==> src/rtl/hdd_sd_bridge_pkg.sv <==
// Shared definitions for the HDD-to-SD block bridge: FSM states, sector size
// and the default request timeout.
package hdd_pkg;

    typedef enum logic [1:0] {
        IDLE,
        REQ,
        XFER,
        DONE
    } hdd_state_t;

    localparam int          SECTOR_BYTES           = 512;
    localparam logic [23:0] TIMEOUT_CYCLES_DEFAULT = 24'd14_000_000;

endpackage

==> src/rtl/hdd_sd_bridge.sv <==
// Turns Apple II HDD sector requests into SD block requests, steers the SD
// buffer byte stream to/from the sector RAM and tracks the mounted image.
module hdd_sd_bridge
    import hdd_pkg::*;
#(
    parameter logic [23:0] TIMEOUT_CYCLES = TIMEOUT_CYCLES_DEFAULT,
    parameter int          SECT_W         = 16
) (
    input  logic              CLK_14M,
    input  logic              reset,
    input  logic [SECT_W-1:0] HDD_SECTOR,
    input  logic              HDD_READ,
    input  logic              HDD_WRITE,
    input  logic [7:0]        HDD_RAM_DO,
    output logic              HDD_MOUNTED,
    output logic              HDD_PROTECT,
    output logic [8:0]        HDD_RAM_ADDR,
    output logic [7:0]        HDD_RAM_DI,
    output logic              HDD_RAM_WE,
    input  logic              img_mounted,
    input  logic              img_readonly,
    input  logic [63:0]       img_size,
    output logic [31:0]       sd_lba,
    output logic              sd_rd,
    output logic              sd_wr,
    input  logic              sd_ack,
    input  logic [8:0]        sd_buff_addr,
    input  logic [7:0]        sd_buff_dout,
    output logic [7:0]        sd_buff_din,
    input  logic              sd_buff_wr,
    output logic              hdd_err
);

    hdd_state_t  state, state_next;
    logic        read_prev, write_prev, ack_prev;
    logic        read_edge, write_edge;
    logic        op_is_read, op_read_next;
    logic [23:0] timer, timer_next;
    logic [31:0] lba_next, req_lba;
    logic        rd_next, wr_next, err_next;

    // Image state survives warm reset, so these only take a power-up value.
    logic        mounted = 1'b0;
    logic        protect = 1'b0;
    logic [31:0] nsect   = 32'd0;

    logic unused_size_bits;
    assign unused_size_bits = ^{img_size[63:41], img_size[8:0]};

    assign HDD_MOUNTED = mounted;
    assign HDD_PROTECT = protect;

    always_ff @(posedge CLK_14M) begin
        if (img_mounted) begin
            mounted <= (img_size != 64'd0);
            protect <= img_readonly;
            nsect   <= img_size[40:9];
        end
    end

    assign read_edge  = HDD_READ & ~read_prev;
    assign write_edge = HDD_WRITE & ~write_prev;
    assign req_lba    = 32'(HDD_SECTOR);

    always_ff @(posedge CLK_14M) begin
        if (reset) begin
            state      <= IDLE;
            read_prev  <= 1'b0;
            write_prev <= 1'b0;
            ack_prev   <= 1'b0;
            op_is_read <= 1'b0;
            timer      <= 24'd0;
            sd_lba     <= 32'd0;
            sd_rd      <= 1'b0;
            sd_wr      <= 1'b0;
            hdd_err    <= 1'b0;
        end else begin
            state      <= state_next;
            read_prev  <= HDD_READ;
            write_prev <= HDD_WRITE;
            ack_prev   <= sd_ack;
            op_is_read <= op_read_next;
            timer      <= timer_next;
            sd_lba     <= lba_next;
            sd_rd      <= rd_next;
            sd_wr      <= wr_next;
            hdd_err    <= err_next;
        end
    end

    always_comb begin
        state_next   = state;
        op_read_next = op_is_read;
        timer_next   = timer;
        lba_next     = sd_lba;
        rd_next      = sd_rd;
        wr_next      = sd_wr;
        err_next     = hdd_err;

        case (state)
            IDLE: begin
                if (read_edge || write_edge) begin
                    // Read wins a simultaneous edge; the write is silently dropped.
                    err_next     = 1'b0;
                    lba_next     = req_lba;
                    op_read_next = read_edge;
                    if (!mounted || req_lba >= nsect) begin
                        err_next   = 1'b1;
                        state_next = DONE;
                    end else if (!read_edge && protect) begin
                        err_next   = 1'b1;
                        state_next = DONE;
                    end else begin
                        rd_next    = read_edge;
                        wr_next    = ~read_edge;
                        timer_next = TIMEOUT_CYCLES;
                        state_next = REQ;
                    end
                end
            end
            REQ: begin
                // Aborting when the counter would hit zero keeps the request
                // asserted for exactly TIMEOUT_CYCLES clocks.
                if (sd_ack) begin
                    rd_next    = 1'b0;
                    wr_next    = 1'b0;
                    state_next = XFER;
                end else if (timer <= 24'd1) begin
                    rd_next    = 1'b0;
                    wr_next    = 1'b0;
                    timer_next = 24'd0;
                    err_next   = 1'b1;
                    state_next = DONE;
                end else begin
                    timer_next = timer - 24'd1;
                end
            end
            XFER: begin
                if (ack_prev && !sd_ack) begin
                    state_next = DONE;
                end
            end
            DONE: begin
                if (!HDD_READ && !HDD_WRITE) begin
                    state_next = IDLE;
                end
            end
            default: state_next = IDLE;
        endcase

        if (img_mounted && (state == REQ || state == XFER)) begin
            state_next = IDLE;
            rd_next    = 1'b0;
            wr_next    = 1'b0;
        end
    end

    assign HDD_RAM_ADDR = sd_buff_addr;
    assign HDD_RAM_DI   = sd_buff_dout;
    assign HDD_RAM_WE   = sd_buff_wr & sd_ack & (state == XFER) & op_is_read;
    assign sd_buff_din  = HDD_RAM_DO;

endmodule

==> config.mk <==
export PLATFORM = sky130hd
export DESIGN_NAME = hdd_sd_bridge
export DESIGN_NICKNAME = d
export VERILOG_FILES = /design/src/rtl/hdd_sd_bridge_pkg.sv /design/src/rtl/hdd_sd_bridge.sv
export SDC_FILE = /design/constraint.sdc
export NUM_CORES = 1
export LEC_CHECK = 0
export CELL_PAD_IN_SITES_DETAIL_PLACEMENT = 0
export CELL_PAD_IN_SITES_GLOBAL_PLACEMENT = 1
export CORE_MARGIN = 3
export CORE_UTILIZATION = 29
export CTS_CLUSTER_DIAMETER = 80
export CTS_CLUSTER_SIZE = 10
export DETAILED_ROUTE_END_ITERATION = 12
export PLACE_DENSITY_LB_ADDON = 0.1
export SYNTH_ARGS = -nofsm -noshare
export SYNTH_HDL_FRONTEND = slang
export SYNTH_SLANG_ARGS = --single-unit
==> constraint.sdc <==
create_clock -name CLK_14M -period 2.6 [get_ports CLK_14M]
set_input_delay 0.39 -clock CLK_14M [delete_from_list [all_inputs] [get_ports CLK_14M]]
set_output_delay 0.39 -clock CLK_14M [all_outputs]
set_load 0.005 [all_outputs]
==> results.py <==
metrics = {
    "run_status": {
        "status": "finished clean",
    },
    "yosys": {
        "syn-cell-area_um2": 4430,
        "ys_seq_area_share_pct": 45.2,
        "yosysMostFrequentCell": "nand2_1",
        "netlist_top_cells_count": "51 x nand2_1, 49 x dfxtp_1, 43 x buf_4",
        "synth-edff-count": 34,
        "yosys_warnings": 0,
        "yosysTopAreaCell": "edfxtp_1",
        "ys_seq_elements": 83,
        "ys_async_sr_fraction_pct": 0,
        "ys.flop_type": "dfxtp_1",
        "avgSynthCellArea_um2": 9.25,
        "synth_cell_types": 52,
        "synth_cells": 479,
        "synth.area.top_cells": "edfxtp_1 23%, dfxtp_1 22%, buf_4 7.3%, ha_1 6.5%, nand2_1 4.3%",
        "synth_top_area_share_pct": 23.1,
    },
    "setup_path": {
        "end_kind": "flop",
        "crit_family": "compound AO/OA/AOI/OAI gates",
        "slowest_delay_ns": 0.57,
        "reg2reg_slack_ns": 0.07,
        "cp.buffers_inverters": 1,
        "crit_type": "flop to flop",
        "cp_slowest_cell": "o41a_4",
        "worstPathRequired_ns": 2.87,
        "path_max_fanout": 5,
        "start_kind": "flop",
        "path_cells": "inv_2 > ha_4 > a211o_1 > o211ai_1 > nand4b_1 > o41a_4 > or4_1 > a21oi_1",
        "arrival_ns": 2.80,
    },
    "route": {
        "wirelength_um": 13000,
        "vias_per_cell": 5.03,
        "drt_iter0_markers": 143,
        "drt-pass1-iter-count": 5,
        "vias": 3970,
        "drc_errors": 0,
        "ant_nets": 0,
        "wl_per_cell_um": 16.5,
    },
    "sta": {
        "tightest_slew_ns": 0.594,
        "drv_slew": 0,
        "setup_viol": 0,
        "hold_viol": 0,
        "fin_crit_ns": 2.53,
        "fmax_mhz": 395,
        "fin_skew_ns": 0.00688,
        "post-route-period-util_pct": 97.4,
        "whs_ns": 0.344,
        "max_slew_margin_pct": 60.4,
        "rsz0062_at_grt": "true",
    },
    "clock_network": {
        "clk_pin_slew_ns": 0.06,
        "cts_tree": "yes",
        "post-cts-setup-buffers": 0,
        "cts_max_level": 3,
        "clockBufferDepth": 2,
        "clk_latency_ns": 0.34,
        "cts-buffers-inserted": 9,
        "clock_tree.root_cell": "clkbuf_16",
        "holdBufCountCts": 0,
        "cts_sinks": 83,
    },
    "power_and_ir_drop": {
        "power_density_nw_per_um2": 898,
        "total_leakage_power_nw": 2.44,
        "p_int_mw": 3.48,
        "p_switching_mw": 2.19,
        "power.share.clock_pct": 20.7,
        "power.share.switching_pct": 38.6,
        "combinationalPowerShare_pct": 48.5,
        "worst_ir_drop_vdd_v": 0.000414,
        "p_seq_share_pct": 30.7,
        "finalPower_mw": 5.66,
    },
    "die": {
        "start_util_pct": 30.0,
        "core-area_um2": 14800,
        "rows": 44,
        "die_w_um": 130,
        "pin_count": 176,
        "die_area_um2": 16800,
        "die_y_um": 130,
    },
    "global_route": {
        "grt_max_degree": 34,
        "grt_antenna_before_repair": 0,
        "grt_pass1_vias": 4087,
        "grt_pass1_wl_um": 20400,
        "grt_use_total_pct": 15.5,
        "gr-total-overflow": 0,
    },
    "cells_and_area": {
        "nets": 735,
        "drive_above_1_share_pct": 16.1,
        "layout.cells.non_filler": 789,
        "area_growth_syn_to_layout_pct": 42.4,
        "final_cell_area_um2": 6310,
    },
    "placement": {
        "dpl.hpwl_um": 9860,
        "port_buffers": 109,
        "post-place-cells": 771,
        "routabilityCongestion": 0.810,
        "dpl_cell_area_um2": 5790,
    },
    "hold_path": {
        "min_path_type": "input port to flop",
    },
    "job": {
        "drv_cap": 0,
    },
}
[logic make-up after synthesis]
logic type | Yosys count | share of synthesized area (%)
DFF | 83 | 45.2
and+or+nand+nor | 167 | 19.8
buffers and inverters | 90 | 11.5
adders and majority gates | 23 | 6.50
other | 1 | 0.0847
AOI/OAI and AO/OA | 115 | 17.0
[cells in the final DEF (no fill, tap or decap), types with 5 or more instances in the layout]
master,count
nor2_1,27
edfxtp_1,34
o21ai_0,16
nand2_1,51
dfxtp_1,49
dlymetal6s2s_1,6
nor4_1,25
conb_1,16
clkdlybuf4s50_1,101
nand4_1,11
inv_1,25
nor2b_1,5
clkbuf_16,10
a21oi_1,37
ha_4,5
o211ai_1,7
o21ai_1,7
nand3_1,9
o31ai_1,10
buf_4,44
ha_1,17
or4_1,6
o311ai_2,6
o311ai_1,5
nor3_1,12
[state kept, by name, indices dropped and copies added (netlist names), 2 cells and up]
register	count
nsect	32
timer	24
sd_lba	16
state	2
[worst reg2reg max path, stage by stage, from the launching register on]
cell      delay [ns]
edfxtp_1        0.38
inv_2           0.08
ha_4            0.19
a211o_1         0.25
o211ai_1        0.11
nand4b_1        0.19
o41a_4          0.57
or4_1           0.52
a21oi_1         0.14
[area by class of cell]
cell class	instances	area (um^2)
Antenna cell	1	2.50
Tap cell	184	230
Multi-Input combinational cell	321	2180
Inverter	26	97.6
Timing Repair Buffer	158	1520
Fill cell	1484	8450
Sequential cell	83	2000
Clock inverter	6	41.3
Clock buffer	10	229
[repair_timing]
item | 4_1_cts | 5_1_grt
endpoints found under the setup margin | 28 | 27
pin swaps | 7 | 13
gates resized for setup | 12 | 28
endpoints found under the hold margin | 0 | 0
gates cloned | 0 | 1
[routing by layer]
metal,GRT usage [%],wire [um]
met5,0,0
met4,6.23,181
met3,4.99,808
met2,26.0,6520
met1,18.4,5490
[stage by stage]
| stage | setup WS (ns) | utilization [%] | setup TNS, ns |
|---|---|---|---|
| 6_report | 0.0688 | 42.8 | 0 |
| 5_1_grt | -0.0273 | 42.7 | -0.0425 |
| 4_1_cts | 0.00719 | 41.4 | 0 |
| 3_5_place_dp | -0.647 | 39.2 | -16.04 |
| 3_3_place_gp | -0.703 | 39.2 | -16.49 |
| 2_1_floorplan | 0.0466 | - | 0 |
[power groups by stage]
stage	combinational [mW]	clock, mW	sequential, mW
after CTS	2.64	1.22	1.74
after global routing	3.04	1.27	1.77
after global placement	2.61	0	1.76
final	2.75	1.17	1.74
after floorplan	1.55	0	1.73
after detailed placement	2.60	0	1.77
[worst paths after layout]
path                       start          to  cells after the start
setup reg to reg       nsect[13]    timer[1]                      8
hold reg to reg        sd_lba[2]   sd_lba[2]                      2
setup / recovery       nsect[13]    timer[1]                      8
hold / removal    HDD_SECTOR[12]  sd_lba[12]                      3
Note: power is estimated with default switching activity, not from simulation.
